**src/rtl/ro_pair_sequencer.sv**
```systemverilog
// ---------------------------------------------------------------------------
// ro_pair_sequencer
//
// Runs a measurement pass over a bank of ring-oscillator pairs. For each pair
// it enables the bank and waits for the oscillators to settle. It then counts
// rising edges of both oscillators over a fixed gate window and records one
// response bit per pair (1 when oscillator A produced more edges than B).
//
// Optional feature macro: RO_COUNT_OUT_EN
//   When defined, the final counts of the last compared pair are exported on
//   cnt_a / cnt_b, together with a one-cycle cnt_valid strobe.
//
// Ports:
//   clk          in   single clock, rising edge
//   reset_n      in   asynchronous active-low reset
//   start        in   run request, only looked at while idle
//   ro_a, ro_b   in   raw outputs of the selected pair (asynchronous to clk)
//   enable       out  oscillator enable to the bank
//   pair_select  out  index of the pair under measurement
//   busy         out  high from start acceptance until done
//   done         out  one-cycle pulse at the end of a run
//   response     out  bit i = 1 when count A > count B for pair i
//   cnt_a, cnt_b out  (RO_COUNT_OUT_EN only) final counts of last pair
//   cnt_valid    out  (RO_COUNT_OUT_EN only) pulse while in COMPARE
// ---------------------------------------------------------------------------
module ro_pair_sequencer #(
    parameter int NUM_PAIRS     = 4,
    parameter int PSEL_W        = 2,
    parameter int CNT_W         = 16,
    parameter int SETTLE_CYCLES = 8,
    parameter int GATE_CYCLES   = 1024
) (
    input  logic                 clk,
    input  logic                 reset_n,
    input  logic                 start,
    input  logic                 ro_a,
    input  logic                 ro_b,
    output logic                 enable,
    output logic [PSEL_W-1:0]    pair_select,
    output logic                 busy,
    output logic                 done,
    output logic [NUM_PAIRS-1:0] response
`ifdef RO_COUNT_OUT_EN
    ,
    output logic [CNT_W-1:0]     cnt_a,
    output logic [CNT_W-1:0]     cnt_b,
    output logic                 cnt_valid
`endif
);

    // The phase timer only ever has to reach the longer of the two windows.
    localparam int TMR_MAX = (SETTLE_CYCLES > GATE_CYCLES) ? SETTLE_CYCLES : GATE_CYCLES;
    localparam int TMR_W   = (TMR_MAX > 1) ? $clog2(TMR_MAX) : 1;

    typedef enum logic [2:0] {
        S_IDLE,
        S_SETTLE,
        S_GATE,
        S_COMPARE,
        S_NEXT,
        S_DONE
    } state_t;

    state_t                 state_q, state_d;
    logic [TMR_W-1:0]       timer_q, timer_d;
    logic [PSEL_W-1:0]      psel_q, psel_d;
    logic [NUM_PAIRS-1:0]   resp_q, resp_d;
    logic [CNT_W-1:0]       gate_a_q, gate_a_d;
    logic [CNT_W-1:0]       gate_b_q, gate_b_d;
    logic                   enable_q, enable_d;
    logic                   busy_q, busy_d;
    logic                   done_q, done_d;

    // [0] and [1] form the two-flop synchronizer; [2] holds the previous
    // synchronized level for rising-edge detection.
    logic [2:0]             sync_a_q, sync_a_d;
    logic [2:0]             sync_b_q, sync_b_d;
    logic                   edge_a, edge_b;

`ifdef RO_COUNT_OUT_EN
    logic [CNT_W-1:0]       cnt_a_q, cnt_a_d;
    logic [CNT_W-1:0]       cnt_b_q, cnt_b_d;
    logic                   cnt_valid_q, cnt_valid_d;
`endif

    // Input conditioning runs continuously, independent of the FSM.
    always_comb begin
        sync_a_d = {sync_a_q[1:0], ro_a};
        sync_b_d = {sync_b_q[1:0], ro_b};
        edge_a   = sync_a_q[1] & ~sync_a_q[2];
        edge_b   = sync_b_q[1] & ~sync_b_q[2];
    end

    // Sequencer next-state logic. Registered outputs are derived from the
    // next state so that enable/busy/done come straight from flops.
    always_comb begin
        state_d  = state_q;
        timer_d  = timer_q;
        psel_d   = psel_q;
        resp_d   = resp_q;
        gate_a_d = gate_a_q;
        gate_b_d = gate_b_q;

        case (state_q)
            S_IDLE: begin
                if (start) begin
                    state_d = S_SETTLE;
                    timer_d = '0;
                    psel_d  = '0;
                    resp_d  = '0;
                end
            end

            S_SETTLE: begin
                gate_a_d = '0;
                gate_b_d = '0;
                if (timer_q == TMR_W'(SETTLE_CYCLES - 1)) begin
                    state_d = S_GATE;
                    timer_d = '0;
                end else begin
                    timer_d = timer_q + TMR_W'(1);
                end
            end

            S_GATE: begin
                // Saturate instead of wrapping so an overly fast oscillator
                // still compares as "large".
                if (edge_a && (gate_a_q != '1)) begin
                    gate_a_d = gate_a_q + CNT_W'(1);
                end
                if (edge_b && (gate_b_q != '1)) begin
                    gate_b_d = gate_b_q + CNT_W'(1);
                end
                if (timer_q == TMR_W'(GATE_CYCLES - 1)) begin
                    state_d = S_COMPARE;
                    timer_d = '0;
                end else begin
                    timer_d = timer_q + TMR_W'(1);
                end
            end

            S_COMPARE: begin
                for (int i = 0; i < NUM_PAIRS; i++) begin
                    if (psel_q == PSEL_W'(i)) begin
                        resp_d[i] = (gate_a_q > gate_b_q);
                    end
                end
                state_d = S_NEXT;
            end

            S_NEXT: begin
                if (psel_q == PSEL_W'(NUM_PAIRS - 1)) begin
                    state_d = S_DONE;
                end else begin
                    psel_d  = psel_q + PSEL_W'(1);
                    timer_d = '0;
                    state_d = S_SETTLE;
                end
            end

            S_DONE: begin
                psel_d  = '0;
                state_d = S_IDLE;
            end

            default: begin
                state_d = S_IDLE;
                psel_d  = '0;
            end
        endcase

        enable_d = (state_d == S_SETTLE) || (state_d == S_GATE);
        busy_d   = (state_d == S_SETTLE) || (state_d == S_GATE) ||
                   (state_d == S_COMPARE) || (state_d == S_NEXT);
        done_d   = (state_d == S_DONE);
    end

`ifdef RO_COUNT_OUT_EN
    // Capture the final gate counts on entry to COMPARE so they are visible
    // during the COMPARE cycle itself, alongside the strobe.
    always_comb begin
        cnt_a_d     = cnt_a_q;
        cnt_b_d     = cnt_b_q;
        cnt_valid_d = 1'b0;
        if (state_d == S_COMPARE) begin
            cnt_a_d     = gate_a_d;
            cnt_b_d     = gate_b_d;
            cnt_valid_d = 1'b1;
        end
    end
`endif

    // State and datapath registers.
    always_ff @(posedge clk or negedge reset_n) begin
        if (!reset_n) begin
            state_q     <= S_IDLE;
            timer_q     <= '0;
            psel_q      <= '0;
            resp_q      <= '0;
            gate_a_q    <= '0;
            gate_b_q    <= '0;
            enable_q    <= 1'b0;
            busy_q      <= 1'b0;
            done_q      <= 1'b0;
            sync_a_q    <= '0;
            sync_b_q    <= '0;
`ifdef RO_COUNT_OUT_EN
            cnt_a_q     <= '0;
            cnt_b_q     <= '0;
            cnt_valid_q <= 1'b0;
`endif
        end else begin
            state_q     <= state_d;
            timer_q     <= timer_d;
            psel_q      <= psel_d;
            resp_q      <= resp_d;
            gate_a_q    <= gate_a_d;
            gate_b_q    <= gate_b_d;
            enable_q    <= enable_d;
            busy_q      <= busy_d;
            done_q      <= done_d;
            sync_a_q    <= sync_a_d;
            sync_b_q    <= sync_b_d;
`ifdef RO_COUNT_OUT_EN
            cnt_a_q     <= cnt_a_d;
            cnt_b_q     <= cnt_b_d;
            cnt_valid_q <= cnt_valid_d;
`endif
        end
    end

    assign enable      = enable_q;
    assign pair_select = psel_q;
    assign busy        = busy_q;
    assign done        = done_q;
    assign response    = resp_q;
`ifdef RO_COUNT_OUT_EN
    assign cnt_a       = cnt_a_q;
    assign cnt_b       = cnt_b_q;
    assign cnt_valid   = cnt_valid_q;
`endif

endmodule

```
**config.mk**
```make
export PLATFORM = sky130hd
export DESIGN_NAME = ro_pair_sequencer
export DESIGN_NICKNAME = d
export VERILOG_FILES = /design/src/rtl/ro_pair_sequencer.sv
export SDC_FILE = /design/constraint.sdc
export NUM_CORES = 1
export LEC_CHECK = 0
export CAP_MARGIN = 0
export CORE_MARGIN = 2
export CORE_UTILIZATION = 45
export CTS_CLUSTER_SIZE = 14
export DETAILED_ROUTE_END_ITERATION = 12
export PLACE_DENSITY = 0.69
export SETUP_SLACK_MARGIN = 0.15
export SLEW_MARGIN = 40
export SYNTH_ARGS = -nofsm -noshare
export SYNTH_HDL_FRONTEND = slang
export SYNTH_SLANG_ARGS = --single-unit
export TNS_END_PERCENT = 100
```
**constraint.sdc**
```tcl
create_clock -name clk -period 2.6 [get_ports clk]
set_input_delay 0.26 -clock clk [delete_from_list [all_inputs] [get_ports clk]]
set_output_delay 0.26 -clock clk [all_outputs]
set_load 0.02 [all_outputs]
```
==> results of run 1 <==
-- cells in the mapped netlist (2+ instances only) --
master,number,area (µm²)
sky130_fd_sc_hd__nor4_2,2,25.02
sky130_fd_sc_hd__xnor2_1,11,96.34
sky130_fd_sc_hd__nand4_1,10,62.56
sky130_fd_sc_hd__and3_1,9,56.30
sky130_fd_sc_hd__nor2_1,42,157.7
sky130_fd_sc_hd__clkbuf_1,8,30.03
sky130_fd_sc_hd__nand2b_1,5,31.28
sky130_fd_sc_hd__and4_1,4,35.03
sky130_fd_sc_hd__o31ai_1,2,15.01
sky130_fd_sc_hd__xor2_1,8,70.07
sky130_fd_sc_hd__o21ai_0,14,70.07
sky130_fd_sc_hd__or3_1,2,12.51
sky130_fd_sc_hd__nor4_1,10,62.56
sky130_fd_sc_hd__a311oi_1,2,17.52
sky130_fd_sc_hd__nand3_1,24,120.1
sky130_fd_sc_hd__a22o_1,3,26.28
sky130_fd_sc_hd__inv_1,25,93.84
sky130_fd_sc_hd__nor3_1,11,55.05
sky130_fd_sc_hd__buf_6,3,33.78
sky130_fd_sc_hd__nor2b_1,4,25.02
sky130_fd_sc_hd__or4_1,2,15.01
sky130_fd_sc_hd__ha_1,23,287.8
sky130_fd_sc_hd__a21o_1,3,22.52
sky130_fd_sc_hd__nand2_1,38,142.6
sky130_fd_sc_hd__o22ai_1,7,43.79
sky130_fd_sc_hd__a21oi_1,21,105.1
sky130_fd_sc_hd__nor4b_1,3,26.28
sky130_fd_sc_hd__mux2i_1,6,60.06
sky130_fd_sc_hd__nor3b_1,3,22.52
sky130_fd_sc_hd__dfrtp_1,60,1501
-- worst max-delay path, stage by stage (launching register included) --
cell                      delay (ns)
sky130_fd_sc_hd__dfrtp_1        0.38
sky130_fd_sc_hd__or3b_1         0.55
sky130_fd_sc_hd__nor4_1         0.73
sky130_fd_sc_hd__nand3_1        0.23
sky130_fd_sc_hd__mux2i_1        0.23
sky130_fd_sc_hd__nor2_1         0.06
-- cells by family (layout without fill, tap and decap cells) --
group	after synthesis	after routing	share of synthesized area (%)
AO/OA/AOI/OAI	63	63	11.25
AND/OR/NAND/NOR	173	173	25.70
flip-flops	60	60	43.56
multiplexers	6	6	1.742
adder cells (fa/ha/maj)	23	23	8.349
XOR/XNOR	19	19	4.828
buffers and inverters	36	64	4.573
-- per-layer routing --
| layer | up-vias | GRT usage, % |
|---|---|---|
| met5 | - | 0 |
| met1 | 1375 | 23.30 |
| met3 | 6 | 4.979 |
| li1 | 1398 | - |
| met4 | 0 | 4.293 |
| met2 | 39 | 30.64 |
-- final cells by class --
cell class	count	share of cell area, %
sequential	60	37.90
clock buffer	10	3.222
timing repair buffer	23	5.117
multi-input combinational	284	45.42
clock inverter	6	2.843
tap	99	3.127
inverter	25	2.369
-- where the power goes --
part	switching (mW)	leakage [nW]	internal (mW)
clock	0.371	0.120	0.638
sequential	0.00141	0.784	0.938
combinational	0.0214	0.736	0.00909
total	0.394	1.64	1.59
-- cell usage in the layout, fill, tap and decap left out, types with 3 or more instances in the layout --
cell type and instances:
sky130_fd_sc_hd__clkbuf_8 9, sky130_fd_sc_hd__xnor2_1 11, sky130_fd_sc_hd__nand4_1 10, sky130_fd_sc_hd__a21oi_1 21, sky130_fd_sc_hd__xor2_1 8, sky130_fd_sc_hd__nor4_1 9
sky130_fd_sc_hd__nor3_1 11, sky130_fd_sc_hd__ha_1 23, sky130_fd_sc_hd__bufinv_16 3, sky130_fd_sc_hd__nor4_2 3, sky130_fd_sc_hd__and4_1 4, sky130_fd_sc_hd__and3_1 9
sky130_fd_sc_hd__nor4b_1 3, sky130_fd_sc_hd__mux2i_1 6, sky130_fd_sc_hd__buf_4 9, sky130_fd_sc_hd__clkdlybuf4s50_1 12, sky130_fd_sc_hd__o21ai_0 14, sky130_fd_sc_hd__nand3_1 24
sky130_fd_sc_hd__a22o_1 3, sky130_fd_sc_hd__nand2b_1 5, sky130_fd_sc_hd__nor2b_1 4, sky130_fd_sc_hd__o22ai_1 7, sky130_fd_sc_hd__nand2_1 38, sky130_fd_sc_hd__nor2_1 42
sky130_fd_sc_hd__dfrtp_1 60, sky130_fd_sc_hd__inv_1 25, sky130_fd_sc_hd__a21o_1 3
-- final timing paths --
kind	from	endpoint	slack, ns	cells past startpoint
min	sync_b_q[0]	sync_b_q[1]	0.36	0
min reg2reg	sync_b_q[0]	sync_b_q[1]	0.36	0
max in group asynchronous	reset_n	gate_b_q[1]	1.44	3
max	state_q[2]	gate_a_q[14]	0.31	5
min in group asynchronous	reset_n	gate_a_q[11]	0.49	2
max reg2reg	state_q[2]	gate_a_q[14]	0.31	5
-- state kept, by name, summed over array words and instances, names as in the netlist --
register     flops
busy             1
done             1
enable           1
gate_a_q        16
gate_b_q        16
pair_select      2
response         4
state_q          3
sync_a_q         3
sync_b_q         3
timer_q         10
-- per-stage QoR --
step / power (mW) / setup WS (ns)
detailed placement: 0.9886 / 0.3473
finish: 1.979 / 0.3077
global placement: 0.9878 / 0.3643
global route: 2.055 / 0.2217
CTS: 2.002 / 0.3339
floorplan: 0.9602 / 0.2931
==> results.toml, run 1 <==
[place]
placement.cell_area_um2 = 3711
globalplace.congestion = 0.9066
port_buffers = 13
total_placed_cells_including_tap_cells = 490
detailedPlacementHpwl_um = 5155

[finish]
register_area_um2 = 1501
layout.cell_area.non_filler_um2 = 3961
share_of_final_layout_standard_cells_stronger_than_drive_strength_1_pct = 7.598
nNetsFinal = 431
final_core_util_pct = 54.04
area_delta_synth_final_pct = 14.92
fillCellCount = 647
multiInputGateArea_um2 = 1799
final_cells = 507
diodes = 0

[die]
dieArea_um2 = 8376
floorplan.rows = 31
fp.coreArea_um2 = 7331
start_util_pct = 47.02
num_io_pins = 14
die-width_um = 91.52
floorplan.die.height_um = 91.52

[sta]
rsz0062_at_grt = "no"
final_number_of_hold_violating_endpoints = 0
shortest_clock_period_the_worst_path_allows_after_layout_ns = 2.292
holdWs_ns = 0.3551
fmax_ghz = 0.4362
clock_skew_ns = 0.009322
max_slew_margin_pct = 49.37
final_min_period_over_clock_period_pct = 88.17
tightest_slew_ns = 0.7525
final_max_slew_viol_count = 0
final_setup_violations = 0
final.setup.tns_ns = 0

[route]
detail-route-antenna-nets = 0
detailroute.wirelength.met2_um = 3512
route.layer.met1.wl_um = 3319
total_wire_length_um = 7142
route.vias.total = 2818
violation_count_after_the_first_detailed_route_iteration = 153
pre_repair_dr_iteration_count = 4
wl_met3_um = 242
drt-vias-per-instance = 5.558
wl_per_cell_um = 14.09
highest-signal-layer = "met4"
remaining_drc_errors = 0

[cts]
clock-sinks = 60
cts-resized-gates = 0
path_clk_slew_ns = 0.07
clk_latency_ns = 0.34
clk_root_buffer_cell = "sky130_fd_sc_hd__clkbuf_8"
cts-root-to-sink-buffers = 2
cts_setup_buffers = 0
tritoncts = "done"
postCtsHoldBufs = 1
cts_made_buffers = 9
htree_levels = 3

[pwr]
static-leakage-power_nw = 1.640
worst_ir_drop_vdd_v = 0.0003048
p_per_area_nw_per_um2 = 499.7

[worst_setup_path]
critPathLaunchType = "flip-flop"
critPathMaxFanout = 8
critical_path_required_ns = 2.82
setup.worst_path.class = "flip-flop to flip-flop"
capturing_element_type_of_the_critical_path = "flip-flop"
critPathArrivalTime_ns = 2.51

[synth]
mapped_cells = 380
ys.warnings.count = 0
post_syn_area_per_cell_um2 = 9.071
synth-edff-count = 0
ys_ff_latch = 60
most_used_dff_post_synth = "sky130_fd_sc_hd__dfrtp_1"
post_synth_instance_area_um2 = 3447
synth_nets = 408
synth.yosys.seq_area_share_pct = 43.56
ys_async_sr_fraction_pct = 100.0
synth.distinct_cells = 45

[grt]
remaining_overflow_grt = 0
first_global_vias = 2678
globalRouteTotalUtil_pct = 18.22
antenna_violations_before_repair = 0
grt_max_degree = 30
grt_pass1_wl_um = 12440

[hold_path]
hp-class = "flip-flop to flip-flop"

[run_status]
outcome = "complete, no violations"

[flow_run]
cap_viol_max_count = 0
Note: power is estimated with default switching activity, not from simulation.
==> run 2: changes to the inputs <==
--- a/config.mk
+++ b/config.mk
@@ -7,10 +7,11 @@
 export LEC_CHECK = 0
 export CAP_MARGIN = 0
 export CORE_MARGIN = 2
-export CORE_UTILIZATION = 45
+export CORE_UTILIZATION = 61
 export CTS_CLUSTER_SIZE = 14
 export DETAILED_ROUTE_END_ITERATION = 12
-export PLACE_DENSITY = 0.69
+export PLACE_DENSITY = 0.87
+export REMOVE_ABC_BUFFERS = 1
 export SETUP_SLACK_MARGIN = 0.15
 export SLEW_MARGIN = 40
 export SYNTH_ARGS = -nofsm -noshare
==> run 2 against run 1 <==
The flow now finishes with violations (negative hold slack). Sequential cell count did not move. Clock skew up 0.0034 ns. Sequential share of layout area increased by 0.86 points. Setup slack gained 0.017 ns. Register-to-register slack better by 0.02 ns. First-iteration DRC count increased by 25%. Clock-buffer cell count decreased by 1.
==> results.toml, run 2 (synthesis gave the netlist of run 1 again) <==
[cts]
path_clk_slew_ns = 0.08
cts-root-to-sink-buffers = 2
cts_made_buffers = 9
clock-sinks = 60
cts_setup_buffers = 0
tritoncts = "done"
clk_root_buffer_cell = "sky130_fd_sc_hd__clkbuf_8"
postCtsHoldBufs = 0
clk_latency_ns = 0.35
cts-resized-gates = 0
htree_levels = 3

[hold_path]
hp-class = "input port to asynchronous set/reset pin"

[die]
floorplan.rows = 27
floorplan.die.height_um = 79.17
dieArea_um2 = 6268
num_io_pins = 14
fp.coreArea_um2 = 5473
start_util_pct = 62.99
die-width_um = 79.17

[worst_setup_path]
critPathArrivalTime_ns = 2.52
setup.worst_path.class = "flip-flop to flip-flop"
critical_path.top_delay_family = "simple AND/OR/NAND/NOR gates"
critical_path_buf_inv_count = 0
critical_path_required_ns = 2.84
setup.reg_to_reg.worst_slack_ns = 0.32
cp_slowest_stage_delay_ns = 0.54
critPathLaunchType = "flip-flop"
critPathMaxFanout = 9
capturing_element_type_of_the_critical_path = "flip-flop"
critPathSlowestCell = "sky130_fd_sc_hd__or4_1"
chain_of_cells_forming_the_critical_path = "or4_1 -> nor3_1 -> o22ai_1 -> a21o_1 -> a22o_1"

[finish]
layout.cell_area.non_filler_um2 = 3874
mostFrequentLayoutCells = "sky130_fd_sc_hd__dfrtp_1, sky130_fd_sc_hd__nor2_1, sky130_fd_sc_hd__nand2_1"
layout_top_registers = "gate_a_q (16), gate_b_q (16), timer_q (10)"
nNetsFinal = 429
diodes = 0
most_common_library_cell_in_the_layout_ignoring_fill_and_taps = "sky130_fd_sc_hd__dfrtp_1"
area_delta_synth_final_pct = 12.38
share_of_final_layout_standard_cells_stronger_than_drive_strength_1_pct = 7.635

[grt]
first_global_vias = 2872
globalRouteTotalUtil_pct = 27.19
grt_pass1_wl_um = 13250
antenna_violations_before_repair = 0
grt_max_degree = 61
remaining_overflow_grt = 0

[route]
remaining_drc_errors = 0
wl_per_cell_um = 16.11
pre_repair_dr_iteration_count = 4
violation_count_after_the_first_detailed_route_iteration = 192
total_wire_length_um = 7702
detail-route-antenna-nets = 0
drt-vias-per-instance = 6.033
route.vias.total = 2884

[sta]
final_max_slew_viol_count = 0
tightest_slew_ns = 0.7678
shortest_clock_period_the_worst_path_allows_after_layout_ns = 2.275
final_setup_violations = 0
final_number_of_hold_violating_endpoints = 58
holdWs_ns = -0.01430
max_slew_margin_pct = 48.81
fmax_ghz = 0.4395
final.setup.tns_ns = 0
clock_skew_ns = 0.01269
rsz0062_at_grt = "no"
final_min_period_over_clock_period_pct = 87.51

[pwr]
p_per_area_nw_per_um2 = 470.3
worst_ir_drop_vdd_v = 0.0004203
static-leakage-power_nw = 1.607

[run_status]
outcome = "complete, but fails checks"
violated_checks = "negative hold slack"

[place]
globalplace.congestion = 0.8552
placement.cell_area_um2 = 3670
port_buffers = 13
detailedPlacementHpwl_um = 5151

[flow_run]
cap_viol_max_count = 0
run 2: final timing paths:
check | startpoint | end | cells after the start
worst max-delay path | timer_q[6] | timer_q[3] | 5
worst min-delay path | reset_n | gate_a_q[1] | 2
worst max register to register | timer_q[6] | timer_q[3] | 5
worst min register to register | sync_a_q[0] | sync_a_q[1] | 0
max in group asynchronous | reset_n | pair_select[1] | 2
min in group clk | ro_b | sync_b_q[0] | 1
run 2: worst register-to-register path, cell delays in order (launching register included):
cell and delay [ns]:
sky130_fd_sc_hd__dfrtp_1 0.46, sky130_fd_sc_hd__or4_1 0.54, sky130_fd_sc_hd__nor3_1 0.38, sky130_fd_sc_hd__o22ai_1 0.36, sky130_fd_sc_hd__a21o_1 0.26, sky130_fd_sc_hd__a22o_1 0.18
run 2: layout make-up:
type	instances	area, µm²
Inverter	25	93.84
Sequential cell	60	1501
Fill cell	433	1599
Tap cell	72	90.09
Timing Repair Buffer	21	188.9
Clock inverter	7	76.32
Clock buffer	9	123.9
Multi-Input combinational cell	284	1799
run 2: metrics by stage:
| step | hold WS [ns] | util, % | total power, mW | instances | worst slack, ns |
|---|---|---|---|---|---|
| 6_report | -0.01430 | 70.78 | 1.822 | 478 | 0.3249 |
| 5_1_grt | 0.02712 | 70.78 | 1.877 | 478 | 0.1866 |
| 4_1_cts | 0.09650 | 70.71 | 1.832 | 478 | 0.3462 |
| 3_5_place_dp | 0.3410 | 67.06 | 0.9870 | 462 | 0.3518 |
| 3_3_place_gp | 0.3324 | 66.94 | 0.9860 | 462 | 0.3977 |
| 2_1_floorplan | -0.03559 | - | 0.9602 | 369 | -0.3354 |
run 2: layer usage:
metal | part of all wire, % | wire [µm] | vias up | track usage [%]
li1 | - | - | 1401 | -
met1 | 43 | 3314 | 1391 | 33.93
met2 | 51 | 3909 | 74 | 46.36
met3 | 4.0 | 311 | 18 | 6.023
met4 | 2.2 | 167 | 0 | 10.00
met5 | 0 | 0 | - | 0
run 2: power breakdown:
| part | switching (mW) | internal (mW) | total (mW) |
|---|---|---|---|
| registers | 0.00162 | 0.937 | 0.939 |
| clock network | 0.407 | 0.447 | 0.854 |
| logic | 0.0213 | 0.00764 | 0.0290 |
==> run 3: changes to the inputs <==
--- a/config.mk
+++ b/config.mk
@@ -10,9 +10,10 @@
 export CORE_UTILIZATION = 61
 export CTS_CLUSTER_SIZE = 14
 export DETAILED_ROUTE_END_ITERATION = 12
+export GPL_ROUTABILITY_DRIVEN = 0
 export PLACE_DENSITY = 0.87
 export REMOVE_ABC_BUFFERS = 1
-export SETUP_SLACK_MARGIN = 0.15
+export SETUP_SLACK_MARGIN = 0.02
 export SLEW_MARGIN = 40
 export SYNTH_ARGS = -nofsm -noshare
 export SYNTH_HDL_FRONTEND = slang
==> run 3 against run 2 <==
The run now ends clean. Critical path depth unchanged. Die area unchanged. Global-route usage grew 0.14 points. Cell count is 0.21% higher. Register-to-register slack barely moved. Critical path type unchanged.
==> results.toml, run 3 (synthesis gave the netlist of run 1 again) <==
[run_status]
outcome = "complete, no violations"

[finish]
share_of_final_layout_standard_cells_stronger_than_drive_strength_1_pct = 7.371
area_delta_synth_final_pct = 13.03
nNetsFinal = 430
most_common_library_cell_in_the_layout_ignoring_fill_and_taps = "sky130_fd_sc_hd__dfrtp_1"
layout_top_registers = "gate_a_q (16), gate_b_q (16), timer_q (10)"
diodes = 0
fillCellCount = 411
final_core_util_pct = 71.19
mostFrequentLayoutCells = "sky130_fd_sc_hd__dfrtp_1, sky130_fd_sc_hd__nor2_1, sky130_fd_sc_hd__nand2_1"

[cts]
cts-root-to-sink-buffers = 2
cts-resized-gates = 0
htree_levels = 3
cts_made_buffers = 9
clk_root_buffer_cell = "sky130_fd_sc_hd__clkbuf_8"
path_clk_slew_ns = 0.07
tritoncts = "done"
clock-sinks = 60
clk_latency_ns = 0.33

[pwr]
share_comb_of_total_power_pct = 1.6
p_per_area_nw_per_um2 = 489.5
total_power_mw = 1.907
seq_power_share_pct = 49.2
intPower_mw = 1.508
worst_ir_drop_vdd_v = 0.0003833
clkPwrFrac_pct = 49.1
p_sw_share_pct = 20.91
p_sw_mw = 0.3989
static-leakage-power_nw = 1.627

[worst_setup_path]
chain_of_cells_forming_the_critical_path = "or4_1 -> nor3_1 -> o22ai_1 -> a21o_1 -> a22o_1"
cp_slowest_stage_delay_ns = 0.57
critPathSlowestCell = "sky130_fd_sc_hd__or4_1"
critPathArrivalTime_ns = 2.50
critPathMaxFanout = 9
capturing_element_type_of_the_critical_path = "flip-flop"
critPathLaunchType = "flip-flop"
critical_path_required_ns = 2.82
setup.worst_path.class = "flip-flop to flip-flop"

[place]
detailedPlace.worstSlack_ns = 0.3760
port_buffers = 13
detailedPlacementHpwl_um = 5348

[sta]
timing.final.ws_setup_ns = 0.3203
max_slew_margin_pct = 49.81
clock_skew_ns = 0.007095
rsz0062_at_grt = "no"
final_min_period_over_clock_period_pct = 87.68
final_max_slew_viol_count = 0
shortest_clock_period_the_worst_path_allows_after_layout_ns = 2.280
tightest_slew_ns = 0.7528
fmax_ghz = 0.4387
final_setup_violations = 0
final_number_of_hold_violating_endpoints = 0

[route]
drt-vias-per-instance = 6.038
violation_count_after_the_first_detailed_route_iteration = 204
detail-route-antenna-nets = 0
wl_per_cell_um = 16.15
pre_repair_dr_iteration_count = 5
total_wire_length_um = 7736
route.vias.total = 2892
remaining_drc_errors = 0

[die]
num_io_pins = 14
dieArea_um2 = 6268
die-width_um = 79.17
fp.coreArea_um2 = 5473
start_util_pct = 62.99
floorplan.die.height_um = 79.17
floorplan.rows = 27

[hold_path]
hp-class = "input port to asynchronous set/reset pin"

[grt]
grt_max_degree = 28
antenna_violations_before_repair = 0
grt_pass1_wl_um = 13410
globalRouteTotalUtil_pct = 27.34
remaining_overflow_grt = 0
first_global_vias = 2898

[flow_run]
cap_viol_max_count = 0
-- run 3: through the flow --
step | hold WS, ns | cells | instance area, µm² | TNS, ns
finish | 0.3459 | 479 | 3896 | 0
CTS | 0.3435 | 479 | 3896 | 0
global route | 0.3517 | 479 | 3896 | 0
detailed placement | 0.1663 | 462 | 3670 | 0
global placement | 0.1609 | 462 | 3664 | 0
floorplan | -0.03559 | 369 | 3383 | -2.514
-- run 3: layout make-up --
type	instances	area, µm²	share of cell area, %
timing repair buffer	22	195.2	5.010
clock inverter	5	75.07	1.927
tap	72	90.09	2.312
inverter	25	93.84	2.408
sequential	60	1501	38.54
clock buffer	11	141.4	3.629
multi-input combinational	284	1799	46.18
-- run 3: timing repair --
action                                  CTS  global route
endpoints found under the setup margin    0             0
hold buffers                              1             0
hold endpoints to repair                 11             0
setup buffers                             0             0
-- run 3: path summary, 6_finish.rpt --
check | from | end | slack [ns] | depth (start not counted)
max | timer_q[6] | timer_q[3] | 0.32 | 5
min | reset_n | gate_a_q[13] | 0.35 | 2
max reg2reg | timer_q[6] | timer_q[3] | 0.32 | 5
min reg2reg | sync_b_q[0] | sync_b_q[1] | 0.35 | 0
max in group asynchronous | reset_n | pair_select[1] | 1.59 | 3
min in group clk | sync_b_q[0] | sync_b_q[1] | 0.35 | 0
-- run 3: critical path, delay by kind of cell (launching register included) --
| family | cells | cell delay (ns) |
|---|---|---|
| AO/OA/AOI/OAI | 3 | 0.76 |
| flip-flops | 1 | 0.46 |
| AND/OR/NAND/NOR | 2 | 0.94 |
-- run 3: metal layers --
layer	part of all wire (%)	vias to the layer above	GRT usage [%]
met5	0	-	0
met4	1.8	0	11.21
met3	3.9	19	5.000
met2	50	77	44.83
met1	44	1396	35.89
li1	-	1400	-
-- run 3: power by group through the flow --
stage / Sequential, mW / Combinational [mW] / Clock [mW]
4_1_cts: 0.939 / 0.0324 / 0.944
5_1_grt: 0.939 / 0.0361 / 0.991
6_report: 0.939 / 0.0310 / 0.937
2_1_floorplan: 0.957 / 0.00337 / 0
3_5_place_dp: 0.957 / 0.0313 / 0
3_3_place_gp: 0.957 / 0.0307 / 0
